File: src/rtl/bitr_reorder_ctrl.sv
// bitr_reorder_ctrl: frame buffer that writes samples at table-permuted addresses and drains them in order
module bitr_reorder_ctrl #(
    parameter int DW = 16
) (
    input  logic          clk,
    input  logic          rst_n,
    input  logic          cfg_valid,
    input  logic [2:0]    cfg_sel,
    output logic          cfg_ready,
    output logic          cfg_err,
    input  logic          abort,
    input  logic          s_valid,
    output logic          s_ready,
    input  logic [DW-1:0] s_data,
    output logic          m_valid,
    input  logic          m_ready,
    output logic [DW-1:0] m_data,
    output logic          m_last,
    output logic [2:0]    perm_sel,
    output logic [5:0]    perm_idx,
    input  logic [5:0]    perm_addr,
    output logic          busy,
    output logic [15:0]   frames_done
);
    typedef enum logic [1:0] {IDLE, LOAD, DRAIN} state_t;
    state_t state, state_nxt;
    logic [DW-1:0] mem [64];
    logic [5:0] wr_cnt, rd_cnt, last_idx, sel_last;
    logic cfg_legal, cfg_acc, s_hs, m_hs;
    assign cfg_legal = cfg_sel <= 3'd4;
    assign sel_last  = cfg_sel == 3'd2 ? 6'd14 : cfg_sel == 3'd3 ? 6'd44 : cfg_sel == 3'd4 ? 6'd8 : 6'd63;
    assign cfg_acc   = state == IDLE && cfg_valid && !abort && cfg_legal;
    assign s_hs      = s_valid && s_ready;
    assign m_hs      = m_valid && m_ready;
    assign perm_idx  = wr_cnt;
    assign m_data    = mem[rd_cnt];
    // state register
    always_ff @(posedge clk or negedge rst_n) begin
        if (!rst_n) state <= IDLE;
        else        state <= state_nxt;
    end
    // next state and handshake outputs; abort overrides every transition
    always_comb begin
        state_nxt = state;
        cfg_ready = state == IDLE;
        s_ready   = state == LOAD;
        m_valid   = state == DRAIN;
        m_last    = state == DRAIN && rd_cnt == last_idx;
        busy      = state != IDLE;
        if (abort) state_nxt = IDLE;
        else if (state == IDLE) state_nxt = cfg_valid && cfg_legal ? LOAD : IDLE;
        else if (state == LOAD) state_nxt = s_hs && wr_cnt == last_idx ? DRAIN : LOAD;
        else state_nxt = m_hs && m_last ? IDLE : DRAIN;
    end
    // configuration latch, frame counters and completed-frame count
    always_ff @(posedge clk or negedge rst_n) begin
        if (!rst_n) begin
            cfg_err     <= 1'b0;
            perm_sel    <= 3'd0;
            last_idx    <= 6'd0;
            wr_cnt      <= 6'd0;
            rd_cnt      <= 6'd0;
            frames_done <= 16'd0;
        end else begin
            cfg_err <= state == IDLE && cfg_valid && !abort && !cfg_legal;
            if (abort) begin
                wr_cnt <= 6'd0;
                rd_cnt <= 6'd0;
            end else if (cfg_acc) begin
                perm_sel <= cfg_sel;
                last_idx <= sel_last;
                wr_cnt   <= 6'd0;
                rd_cnt   <= 6'd0;
            end else begin
                if (s_hs)           wr_cnt      <= wr_cnt + 6'd1;
                if (m_hs)           rd_cnt      <= rd_cnt + 6'd1;
                if (m_hs && m_last) frames_done <= frames_done + 16'd1;
            end
        end
    end
    // sample buffer, written at the permuted address; contents survive reset
    always_ff @(posedge clk) begin
        if (s_hs && !abort) mem[perm_addr] <= s_data;
    end
endmodule

File: config.mk
export PLATFORM = sky130hd
export DESIGN_NAME = bitr_reorder_ctrl
export DESIGN_NICKNAME = d
export VERILOG_FILES = /design/src/rtl/bitr_reorder_ctrl.sv
export SDC_FILE = /design/constraint.sdc
export NUM_CORES = 1
export LEC_CHECK = 0
export CAP_MARGIN = 10
export CORE_MARGIN = 4
export CORE_UTILIZATION = 45
export DETAILED_ROUTE_END_ITERATION = 8
export PLACE_DENSITY_LB_ADDON = 0.15
export RECOVER_POWER = 100
export SLEW_MARGIN = 10
export SYNTH_ARGS = -nofsm -noshare
export SYNTH_HDL_FRONTEND = slang
export SYNTH_SLANG_ARGS = --single-unit
File: constraint.sdc
create_clock -name clk -period 5.6 [get_ports clk]
set_input_delay 1.12 -clock clk [delete_from_list [all_inputs] [get_ports clk]]
set_output_delay 1.12 -clock clk [all_outputs]
set_load 0.05 [all_outputs]
## Yosys cells after proc, flatten, opt, wreduce, memory -nomap -nowiden

Memory sizes are Yosys's and may differ from the RTL's.
Index checks and enable logic that the tools add are counted.

- Register bits after elaboration: 40
- Memory bits (writable): 1024
- Bits of input ports: 31
- Output and inout bits: 47
- Memories: 1

- Add/sub/neg operators: 3
- Magnitude comparators: 1
- Equal/unequal tests: 7
- Mux-type cells: 17
- Bitwise operators: 2
- Reduce and logical (&&, ||, !) cells: 19

Memories:

| memory | depth | width | read ports | clocked after Yosys merged registers in | write ports | RTL line | text |
|---|---|---|---|---|---|---|---|
| mem | 64 | 16 | 1 | 0 | 1 | 27 | `logic [DW-1:0] mem [64];` |

Operator list:

| cell | count |
|---|---|
| 6-bit 2-to-1 mux | 9 |
| 16-bit by 1-bit adder with 16-bit output (second input constant) | 1 |
| 6-bit by 1-bit adder with 6-bit output (second input constant) | 2 |
| 6-bit == test | 2 |
| 1-bit logical AND | 11 |
| 2-bit 2-to-1 mux | 5 |
| 3-bit by 2-bit == test with 1-bit output (second input constant) | 2 |
| 3-bit nonzero test | 2 |
| 3-bit == test (second input constant) | 1 |
| 3-bit <= comparator (second input constant) | 1 |
| 1-bit 2-to-1 mux | 3 |
| 3-bit AND reduction | 1 |
| 2-bit by 1-bit == test with 1-bit output (second input constant) | 1 |
| 2-bit == test (second input constant) | 1 |
| 1-bit zero test | 2 |
| 2-bit zero test | 1 |
| 1-bit NOT | 2 |
| 2-bit AND reduction | 1 |
| 2-bit nonzero test | 1 |

## Logic depth before layout (Yosys ltp)

- Depth after elaboration: 7
- Mapped depth: 9
- Depth with buffers taken out: 5

## Least setup slack after synthesis

No wires, ideal clock.

- Kind: register -> output
- From: reg rd_cnt[0]
- To: out m_data[11]
- Data arrival time: 3.095 ns
- Slack: 1.385 ns
- Stages on the path, launching flop included: 9
- Cell sequence: dfrtp_1 buf_4 or3b_2 buf_2 buf_2 o22ai_1 a211o_1 a21oi_1 nor4_1

- Word-level cells in the longest chain between the ends: 1

RTL lines:

| element | RTL line | text |
|---|---|---|
| from (decl) | 28 | `logic [5:0] wr_cnt, rd_cnt, last_idx, sel_last;` |
| from (signal assigned) | 76 | `if (m_hs) rd_cnt <= rd_cnt + 6'd1;` |
| memory 64 x 16 bit | -- |  |
| to (decl) | 17 | `output logic [DW-1:0] m_data,` |

Every way passes these cells.

## Worst setup path in the final report

- From: reg rd_cnt[0]
- To: out m_data[7]

The elaborated chain is that of the path after synthesis.

==> flow_metrics.env <==
export IMPL_status="finished, violations left"
export IMPL_violations="capacitance limit, slew limit"
export IMPL_place_congestion=0.831
export IMPL_gr_max_usage_layer="met1"
export IMPL_synth_top_area_share_pct=74.1
export IMPL_worstSkewPairLatency_ps=670
export IMPL_dp_hpwl_mm=63.1
export IMPL_ys_async_sr_fraction_pct=3.67
export IMPL_ys_warn_count=0
export IMPL_cts_hold_buffers=0
export IMPL_yosys_most_used_dff="edfxtp_1"
export IMPL_slowest_delay_ps=1080
export IMPL_area_delta_synth_final_pct=14.1
export IMPL_place_inst=3330
export IMPL_boundaryPins=78
export IMPL_layout_cells_non_filler=3530
export IMPL_met1_usage_pct=32.5
export IMPL_yosysTopAreaCell="edfxtp_1"
export IMPL_cts_inserted_buffers=109
export IMPL_avgSynthCellArea_um2=20.2
export IMPL_synth_edff_count=1024
export IMPL_crit_path_end_kind="output port"
export IMPL_tightest_slew_ps=3620
export IMPL_die_w_um=312
export IMPL_maxSlewViolCount=1097
export IMPL_grtUsageMet2_pct=32.4
export IMPL_first_iter_violations=2386
export IMPL_switchingPower_uw=3340
export IMPL_max_clock_freq_ghz=0.185
export IMPL_worst_path_dominant_cell_family="compound AO/OA/AOI/OAI gates"
export IMPL_die_y_um=312
export IMPL_htree_levels=3
export IMPL_final_cell_mix="edfxtp_1, mux4_2, mux2i_1"
export IMPL_antenna_found_initial=7
export IMPL_clockBufferDepth=3
export IMPL_path_clk_slew_ps=60
export IMPL_core_area_um2=91500
export IMPL_drt_pre_antenna_iters=5
export IMPL_place_ws_ps=883
export IMPL_setup_tns_ps=0
export IMPL_crit_chain="buf_12, mux4_2, a211oi_1, a22o_1, nor4_1, clkbuf_1, buf_12"
export IMPL_critical_path_class="reg2out"
export IMPL_max_cap_violations=18
export IMPL_r2r_setup_slack_ps=1490
export IMPL_cp_start_kind="register"
export IMPL_power_density_nw_per_um2=346
export IMPL_path_max_fanout=37
export IMPL_synth_nets=2084
export IMPL_grt_first_pass_wirelength_mm=153
export IMPL_grt_usage_pct=21.8
export IMPL_hold_class="reg2reg"
export IMPL_cts_resized=0
export IMPL_met3_usage_pct=5.23
export IMPL_dieArea_um2=97100
export IMPL_grt_pass1_vias=20800
export IMPL_combPwrFrac_pct=3.6
export IMPL_postRouteAntennaNets=0
export IMPL_via_count=21000
export IMPL_clock_sinks=1063
export IMPL_finalHoldViolCount=0
export IMPL_num_rows=111
export IMPL_crit_path_top_delay_cell="a211oi_1"
export IMPL_grt_max_degree=71
export IMPL_swShare_pct=20.4
export IMPL_p_leak_uw=0.0146
export IMPL_cts_root_buf="clkbuf_16"
export IMPL_routed_wirelength_mm=106
export IMPL_seq_power_share_pct=53.6
export IMPL_wire_per_inst_um=30.1
export IMPL_required_ps=4480
export IMPL_p_clk_share_pct=42.8
export IMPL_min_period_over_period_pct=96.5
export IMPL_slew_headroom_pct=-141
export IMPL_internal_power_uw=13000
export IMPL_post_cts_buffers=0
export IMPL_power_uw=16400
export IMPL_detail_route_drc_violations=0
export IMPL_ys_types=54
export IMPL_ys_seq_area_share_pct=76.5
export IMPL_grt_overflow=0
export IMPL_synthCells=2050
export IMPL_setup_ws_ps=195
export IMPL_initial_core_util_pct=45.3
export IMPL_ir_drop_mv=0.292
export IMPL_final_common_cell="edfxtp_1"
export IMPL_crit_buf_inv=3
export IMPL_portBuffers=77
export IMPL_final_nets=2290
export IMPL_synth_top_cells_by_area="edfxtp_1, mux4_2, mux2i_1"
export IMPL_setup_viol=0
export IMPL_ys_ff_latch=1063
export IMPL_via_per_inst=5.96
export IMPL_synthesis_area_um2=41500
export IMPL_cts_tree="done"
export IMPL_fin_skew_ps=22.3
export IMPL_crit_arrival_ps=4280
export IMPL_rsz0062_at_grt="false"
export IMPL_cpMostUsedCell="buf_12"
export IMPL_drive_gt1_share_pct=19.2
export IMPL_fin_crit_ps=5400
-- synth_stat cells (11+ instances only) --
cell	n
a211oi_1	12
buf_2	42
nand3_1	18
nor3_1	14
a21o_1	13
edfxtp_1	1024
xnor2_1	13
nor2_1	111
mux4_2	192
nand2_1	77
mux2i_1	136
a221oi_1	15
xor2_1	19
buf_4	19
o221ai_1	17
a211o_1	26
a2111o_1	11
a21oi_1	33
buf_6	12
clkbuf_1	28
o22ai_1	57
mux2_2	32
dfrtp_1	39
-- cell type report --
class	count	area [um2]
Multi-Input combinational cell	868	9070
Tap cell	1186	1480
Sequential cell	1063	31700
Antenna cell	1	2.50
Fill cell	7220	44200
Inverter	7	26.3
Timing Repair Buffer	207	1580
Clock inverter	54	536
Clock buffer	144	2900
-- per-layer routing --
layer	vias to the layer above	wire, um
met4	6	2710
met2	821	48500
met3	144	9070
li1	8866	-
met1	11200	46000
met5	-	46
-- cell families (layout without fill, tap and decap cells) --
group | count (synthesis) | in the layout | synth area share, %
buffers and inverters | 119 | 412 | 1.62
adders and majority gates | 3 | 3 | 0.0905
and+or+nand+nor | 266 | 266 | 2.87
DFF | 1063 | 1063 | 76.5
AOI/OAI and AO/OA | 206 | 206 | 3.65
xor gates and xnor gates | 32 | 32 | 0.676
muxes | 361 | 361 | 14.6
other | 0 | 1 | 0
-- power groups by stage --
| stage | clock (uW) | sequential (uW) | combinational (uW) |
|---|---|---|---|
| CTS | 7150 | 8770 | 607 |
| detailed placement | 0 | 8940 | 606 |
| floorplan | 0 | 8950 | 297 |
| finish | 7010 | 8790 | 584 |
| global route | 7500 | 8790 | 625 |
| global placement | 0 | 8930 | 593 |
-- worst paths after layout --
kind,from,to,depth (start not counted)
max,rd_cnt[0],m_data[7],7
min,frames_done[15],frames_done[15],1
max reg2reg,state[1],mem[6][2],5
min reg2reg,frames_done[15],frames_done[15],1
max in group asynchronous,rst_n,rd_cnt[0],1
min in group asynchronous,rst_n,perm_idx[1],1
-- metrics by stage --
step | utilization [%] | cell area [um2] | hold slack, ps
finish | 51.7 | 47300 | 471
global route | 51.7 | 47300 | 492
CTS | 52.1 | 47700 | 484
detailed placement | 48.4 | 44300 | 472
global placement | 48.4 | 44300 | 456
floorplan | - | 41500 | 497
-- sequential cells by signal, summed over array words and instances, names as in the netlist --
signal,count
cfg_err,1
frames_done,16
last_idx,5
mem,1024
perm_idx,6
perm_sel,3
rd_cnt,6
state,2
No activity file was read; power rests on OpenSTA's default activity.
